===== src/rtl/calc_entry.sv =====
// calc_entry: keypad calculator entry FSM with a 3-flop key synchronizer.
// Define CALC_ENTRY_DEBOUNCE_EN to accept presses only after DEBOUNCE_CYCLES stable-high cycles.
module calc_entry #(
    parameter int DEBOUNCE_CYCLES = 16
) (
    input  logic       clk,
    input  logic       reset_n,
    input  logic       key_valid,
    input  logic [3:0] key_code,
    output logic [4:0] tens_mem_1,
    output logic [4:0] ones_mem_1,
    output logic [4:0] tens_mem_2,
    output logic [4:0] ones_mem_2,
    output logic [2:0] num_state,
    output logic [4:0] arithmetic,
    output logic       key_ack
);
    typedef enum logic [1:0] {ENTER1 = 2'b00, ENTER2 = 2'b10, RESULT = 2'b11} state_t;
    localparam logic [4:0] BLANK = 5'd11;
    state_t     state_q, state_d;
    logic [2:0] sync_q, sync_d;
    logic [4:0] tens1_q, tens1_d, ones1_q, ones1_d, tens2_q, tens2_d, ones2_q, ones2_d;
    logic [1:0] cnt1_q, cnt1_d, cnt2_q, cnt2_d;
    logic [4:0] arith_q, arith_d, op_onehot;
    logic [3:0] op_idx;
    logic       ack_q, ack_d, press;

    // returns {tens, ones, count} after entering digit d; leading zeros and a third digit are dropped
    function automatic logic [11:0] enter_digit(input logic [4:0] tens, input logic [4:0] ones,
                                                input logic [1:0] cnt, input logic [3:0] d);
        if (cnt == 2'd0) return (d == 4'd0) ? {tens, ones, cnt} : {BLANK, 1'b0, d, 2'd1};
        if (cnt == 2'd1) return {ones, 1'b0, d, 2'd2};
        return {tens, ones, cnt};
    endfunction

    assign sync_d = {sync_q[1:0], key_valid};

`ifdef CALC_ENTRY_DEBOUNCE_EN
    localparam int CW = $clog2(DEBOUNCE_CYCLES + 1);
    logic [CW-1:0] db_cnt_q, db_cnt_d;
    always_comb begin
        db_cnt_d = !sync_q[1] ? '0 : (db_cnt_q == CW'(DEBOUNCE_CYCLES)) ? db_cnt_q : db_cnt_q + 1'b1;
        press    = sync_q[1] && (db_cnt_q == CW'(DEBOUNCE_CYCLES - 1));
    end
    always_ff @(posedge clk or negedge reset_n)
        if (!reset_n) db_cnt_q <= '0;
        else          db_cnt_q <= db_cnt_d;
`else
    localparam int unused_debounce_cycles = DEBOUNCE_CYCLES;
    assign press = sync_q[1] & ~sync_q[2];
`endif

    assign op_idx    = key_code - 4'd10;
    assign op_onehot = 5'd1 << op_idx[1:0];

    always_comb begin
        state_d = state_q;
        tens1_d = tens1_q;
        ones1_d = ones1_q;
        cnt1_d  = cnt1_q;
        tens2_d = tens2_q;
        ones2_d = ones2_q;
        cnt2_d  = cnt2_q;
        arith_d = arith_q;
        ack_d   = press;
        if (press) begin
            if (key_code == 4'd15) begin
                state_d = ENTER1;
                {tens1_d, ones1_d, cnt1_d} = {BLANK, 5'd0, 2'd0};
                {tens2_d, ones2_d, cnt2_d} = {BLANK, 5'd0, 2'd0};
                arith_d = 5'b00001;
            end else if (key_code < 4'd10) begin
                if (state_q == ENTER2) begin
                    {tens2_d, ones2_d, cnt2_d} = enter_digit(tens2_q, ones2_q, cnt2_q, key_code);
                end else if (state_q == ENTER1) begin
                    {tens1_d, ones1_d, cnt1_d} = enter_digit(tens1_q, ones1_q, cnt1_q, key_code);
                end else begin
                    {tens1_d, ones1_d, cnt1_d} = enter_digit(BLANK, 5'd0, 2'd0, key_code);
                    {tens2_d, ones2_d, cnt2_d} = {BLANK, 5'd0, 2'd0};
                    state_d = ENTER1;
                end
            end else if (key_code < 4'd14) begin
                if (state_q == ENTER1) begin
                    arith_d = op_onehot;
                    {tens2_d, ones2_d, cnt2_d} = {BLANK, 5'd0, 2'd0};
                    state_d = ENTER2;
                end else if (state_q == ENTER2 && cnt2_q == 2'd0) begin
                    arith_d = op_onehot;
                end
            end else if (state_q == ENTER2) begin
                state_d = RESULT;
            end
        end
    end

    always_ff @(posedge clk or negedge reset_n) begin
        if (!reset_n) begin
            sync_q  <= 3'b111;
            state_q <= ENTER1;
            tens1_q <= BLANK;
            ones1_q <= 5'd0;
            cnt1_q  <= 2'd0;
            tens2_q <= BLANK;
            ones2_q <= 5'd0;
            cnt2_q  <= 2'd0;
            arith_q <= 5'b00001;
            ack_q   <= 1'b0;
        end else begin
            sync_q  <= sync_d;
            state_q <= state_d;
            tens1_q <= tens1_d;
            ones1_q <= ones1_d;
            cnt1_q  <= cnt1_d;
            tens2_q <= tens2_d;
            ones2_q <= ones2_d;
            cnt2_q  <= cnt2_d;
            arith_q <= arith_d;
            ack_q   <= ack_d;
        end
    end

    assign tens_mem_1 = tens1_q;
    assign ones_mem_1 = ones1_q;
    assign tens_mem_2 = tens2_q;
    assign ones_mem_2 = ones2_q;
    assign num_state  = {1'b0, state_q};
    assign arithmetic = arith_q;
    assign key_ack    = ack_q;
endmodule

===== config.mk =====
export PLATFORM = sky130hd
export DESIGN_NAME = calc_entry
export DESIGN_NICKNAME = d
export VERILOG_FILES = /design/src/rtl/calc_entry.sv
export SDC_FILE = /design/constraint.sdc
export NUM_CORES = 1
export LEC_CHECK = 0
export ABC_AREA = 1
export ABC_CLOCK_PERIOD_IN_PS = 1850
export CORE_ASPECT_RATIO = 1.25
export CORE_MARGIN = 5
export CORE_UTILIZATION = 35
export CTS_CLUSTER_DIAMETER = 120
export DETAILED_ROUTE_END_ITERATION = 8
export PLACE_DENSITY = 0.6
export SYNTH_ARGS = -nofsm -noshare
export SYNTH_HDL_FRONTEND = slang
export SYNTH_SLANG_ARGS = --single-unit

===== constraint.sdc =====
create_clock -name clk -period 1.85 [get_ports clk]
set_clock_uncertainty 0.1 [all_clocks]
set_input_delay 0.185 -clock clk [delete_from_list [all_inputs] [get_ports clk]]
set_output_delay 0.185 -clock clk [all_outputs]
set_load 0.03 [all_outputs]

### After elaboration in Yosys (flattened, before gate mapping)

Cells that the tools add are included.

| cells by class | value |
|---|---|
| mux-type cells | 82 |
| equal/unequal tests | 12 |
| add/sub/neg operators | 1 |
| shifts and indexed selects | 1 |
| bitwise gates (word level) | 2 |
| $lt $le $gt $ge | 2 |
| reduce and logical (&&, ||, !) cells | 15 |

Operators with widths:

| operator | count |
|---|---|
| 5-bit two-way mux | 25 |
| 12-bit two-way mux | 10 |
| 2-bit two-way mux | 16 |
| 1-bit two-way mux | 29 |
| 6-bit two-way mux | 2 |
| 5-bit AND reduction | 2 |
| 3-bit nonzero test | 3 |
| 4-bit < comparator, second input constant | 2 |
| 4-bit AND reduction | 2 |
| 2-bit zero test | 3 |
| 3-bit inequality test, second input constant | 2 |
| 5-bit inequality test, second input constant | 1 |
| 1-bit by 2-bit << shifter with 5-bit output, first input constant | 1 |
| 2-bit by 1-bit equality test with 1-bit output, second input constant | 2 |
| 4-bit equality test, second input constant | 1 |
| 4-bit zero test | 1 |
| 2-bit inequality test, second input constant | 2 |
| 4-bit by 2-bit inequality test with 1-bit output, second input constant | 1 |
| 4-bit by 3-bit inequality test with 1-bit output, second input constant | 1 |
| 4-bit inequality test, second input constant | 1 |
| 2-bit nonzero test | 2 |
| 4-bit nonzero test | 1 |
| 2-bit equality test, second input constant | 1 |
| 2-bit subtractor, second input constant | 1 |
| 3 further kinds | 3 |

| word-level totals | value |
|---|---|
| input bits | 7 |
| word-level logic and storage cells | 125 |
| bits in registers | 35 |
| output and inout port bits | 29 |

### Depth between registers and ports, before layout

| logic depth | value |
|---|---|
| word-level depth | 19 |
| mapped depth | 10 |
| gate-level depth less buffers | 9 |

### Worst setup path after synthesis

Ideal clock, no wire load.

| timing path | value |
|---|---|
| kind | reg2reg |
| start | register state_q[1] |
| end | register cnt2_q[0] |
| data required time | 1.634 ns |
| data arrival time | 1.375 ns |
| library setup time | 0.116 ns |
| stages on the path, launching flop included | 10 |
| clock period less this slack | 1.592 ns |
| setup slack | 0.258 ns |
| buffers on the path | 0 |
| cell sequence | dfrtp_1 inv_1 nor2_4 inv_1 nor2_2 inv_1 nand2_2 nor2_8 nand2_1 nand2_1 |

| between the ends | value |
|---|---|
| word-level cells in the longest chain between the ends | 4 |
| elaborated cells on any way between the ends | 9 |
| classes of those cells | eq/ne: 3; mux: 3; reduce/logical: 3 |

Ends and longest elaborated chain:

| what | RTL line | text |
|---|---|---|
| start, declared | 20 | `state_t state_q, state_d;` |
| start signal, assigned | 110 | `state_q <= state_d;` |
| branches (longest 4 deep; another with 5-bit inequality test) | n/a |  |
| end signal, assigned | 116 | `cnt2_q <= cnt2_d;` |
| end, declared | 23 | `logic [1:0] cnt1_q, cnt1_d, cnt2_q, cnt2_d;` |

Parallel ways; which one is timed is not known.
A chain may end at the register's enable or synchronous reset.

### Worst setup path after layout

| timing path | value |
|---|---|
| start | register tens2_q[3] (netlist: tens_mem_2[3]) |
| end | output port tens_mem_2[3] |

RTL lines:

| what | RTL line | text |
|---|---|---|
| start, declared | 22 | `logic [4:0] tens1_q, tens1_d, ones1_q, ones1_d, tens2_q, tens2_d, ones2_q, ones2_d;` |
| start signal, assigned | 114 | `tens2_q <= tens2_d;` |
| end, declared | 12 | `output logic [4:0] tens_mem_2,` |

No word-level cell between the ends.

==> key figures <==
Run status
  • Status: finished, final reports clean

Pwr
  • Switching Fraction: a little over two fifths
  • Comb power frac: between 40 and 50%
  • Int Pwr: between 0.002 and 0.0025 W
  • Leak Pwr: 1.23 nW
  • Power Dens Cells: roughly 1400 nW/um^2
  • Peak supply drop: 712 uV
  • Clock power frac: between 10% and 20%
  • P_sw: around 0.0016 W
  • Reg power frac: roughly 32%

Floorplan
  • I/O pin count: 36
  • Starting Density: 35.7%
  • # rows: 30
  • Die ar.: between 7000 and 8000 sq um
  • Die W: 76.2 um
  • DIE HEIGHT: 92.7 um
  • Core area: 5370 sq um

Place
  • Port bufs: 33
  • HPWL after detailed placement: 3.60 mm
  • RD Place Congestion: 0.816
  • Dpl cell area: ~2500 sq um

Clock network
  • Clock latency on the worst-skew pair: around 0.29 ns
  • CTS Hold Bufs: 0
  • CTS sink cnt: 34
  • Clock root cell: clkbuf_8
  • Clock Pin Slew Worst Setup and Hold Paths: 0.07 ns
  • Post-CTS setup buffer count: 0
  • CTS resizes: 0
  • CTS tree: done
  • CTS Buf Count: 5
  • H-tree levels: 2
  • CTS Buffer Depth: 2

Worst setup path
  • CP Launch Type: flip-flop
  • Crit path cell chain: clkdlybuf4s50_1
  • Worst path max stage delay: between 0.6 and 0.7 ns
  • CP endpoint kind: primary output
  • Reg2reg path depth: 7
  • CP max stage cell: clkdlybuf4s50_1
  • Worst path bufs/invs: 1
  • Largest delay contributor family on the critical path: buffers and inverters
  • Max FO, Critical Path: 3
  • Number of cells on the critical path: 1
  • WP data required: between 1.5 and 2 ns
  • Crit path kind: flip-flop to primary output
  • Worst EP arrival: about 1.5 ns

Detailed routing
  • # DRC: 0
  • Wire per inst: around 13 um
  • 1st-iter DRT viols: 96
  • Vias: 1770
  • Via-to-Cell Ratio: 4.73
  • Drt total wl: 4.72 mm
  • Antenna Nets Post-Route: 0
  • Drt pass-1 iters: 4

STA
  • Max Freq: 0.555 GHz
  • Period Utilization, post-route: 97.4%
  • Final TNS setup: 0 ns
  • Final min period: 1.80 ns
  • Count of final setup violators: 0
  • Final Hold Fails: 0
  • Final Slew Violations: 0
  • RSZ-0062 raised after global routing: false

Logic synthesis
  • Synth Warn #: 0
  • Syn_area_per_cell: 7.72 sq um
  • Synthesized area: roughly 1900 sq um
  • Number of synthesized register bits: 34
  • Netlist cell types: 28
  • Syn Inst Count: 248
  • Post-synthesis sequential area ratio: 45.1%

Worst hold path
  • HP Class: input port to flip-flop
  • Hold Crit Depth: 1

Final layout
  • Fill count: 554
  • Most frequent cells in the layout: 78 x nand2_1, 33 x clkdlybuf4s50_1, 27 x buf_4, 25 x inv_1, 24 x dfrtp_1
  • Final Net Count: 316
  • Fin area: 2580 sq um
  • Synthesis-to-layout area growth: 34.9%
  • Share of layout cells above drive strength 1: between 20% and 30%
  • Commonest non-fill, non-tap cell in the layout: nand2_1
  • Register area: 863 sq um
  • Multi-input logic area: 897 sq um
  • Antenna diode count: 0

Job
  • Number of max-cap violations: 0

GRT
  • Initial antenna violation count: 0
  • First-pass GRT wire length: roughly 8.1 mm
  • GRT overflow: 0
  • Largest net degree at the start of global routing: 35
  • GR Util All Layers: between 10% and 20%
  • Vias in the first global route: about 1800
## area by class of cell
cell class / instances / share of cell area, %
Inverter: 28 / 4.07
Sequential cell: 34 / 33.4
Multi-Input combinational cell: 180 / 34.7
Clock inverter: 1 / 1.16
Tap cell: 64 / 3.10
Clock buffer: 7 / 2.95
Timing Repair Buffer: 60 / 20.6
## state kept, by name, summed over array words and instances, names as in the netlist
register    flops
ones_mem_1      5
arithmetic      4
cnt1_q          2
tens_mem_1      5
cnt2_q          2
tens_mem_2      5
key_ack         1
sync_q          3
state_q         2
ones_mem_2      5
## cells in the mapped netlist, drive strengths merged
library cell   n  share of area, %
dfrtp         24                31
nor2          27               9.1
dfstp         10                14
conb           1              0.20
a21boi         1              0.39
a21oi          4               1.0
o21bai         1              0.39
and2           1              0.33
nand4          6               2.0
buf            6               2.6
o21ai         27               7.6
nand2         85                18
clkbuf         1              0.20
inv           28               5.5
a31oi          1              0.33
or2            1              0.33
nand3         24               7.1
## metal layers
layer  global-route usage, %  wire length [um]
met5                       0                 0
met1                    16.3              2100
met2                    25.4              2370
met4                    3.94                55
met3                    3.02               194
## cells by family after synthesis
| family | Yosys count | synth area share [%] |
|---|---|---|
| AO/OA/AOI/OAI | 34 | 9.80 |
| buffers and inverters | 35 | 8.29 |
| flip-flops | 34 | 45.1 |
| other | 1 | 0.196 |
| AND/OR/NAND/NOR | 144 | 36.6 |
## path summary, 6_finish.rpt
check,startpoint,to,slack [ns]
worst max-delay path,tens_mem_2[3]$_DFFE_PN1P_,tens_mem_2[3],0.05
worst min-delay path,key_valid,sync_q[0]$_DFF_PN1_,0.20
worst max register to register,sync_q[1]$_DFF_PN1_,tens_mem_1[1]$_DFFE_PN1P_,0.25
worst min register to register,sync_q[0]$_DFF_PN1_,sync_q[1]$_DFF_PN1_,0.26
max in group asynchronous,reset_n,tens_mem_1[1]$_DFFE_PN1P_,1.11
min in group asynchronous,reset_n,key_ack$_DFF_PN0_,0.21
## power by group through the flow
stage / combinational [W] / sequential [W] / clock [W]
after floorplan: 0.000741 / 0.00155 / 0
after global placement: 0.00181 / 0.00120 / 0
after detailed placement: 0.00183 / 0.00120 / 0
after CTS: 0.00183 / 0.00119 / 0.000693
after global routing: 0.00198 / 0.00123 / 0.000723
final: 0.00182 / 0.00119 / 0.000674
## per-stage QoR
stage	worst slack, ns	instances	util (%)	power, W	hold slack, ns
after floorplan	0.258	249	-	0.00229	-0.211
after global placement	-0.0423	366	46.2	0.00301	0.246
after detailed placement	-0.0691	366	46.2	0.00303	0.247
after CTS	0.0400	374	48.2	0.00372	0.191
after global routing	0.0206	374	48.2	0.00393	0.185
final	0.0479	374	48.2	0.00368	0.197
Power figures use the tool's default switching activity.
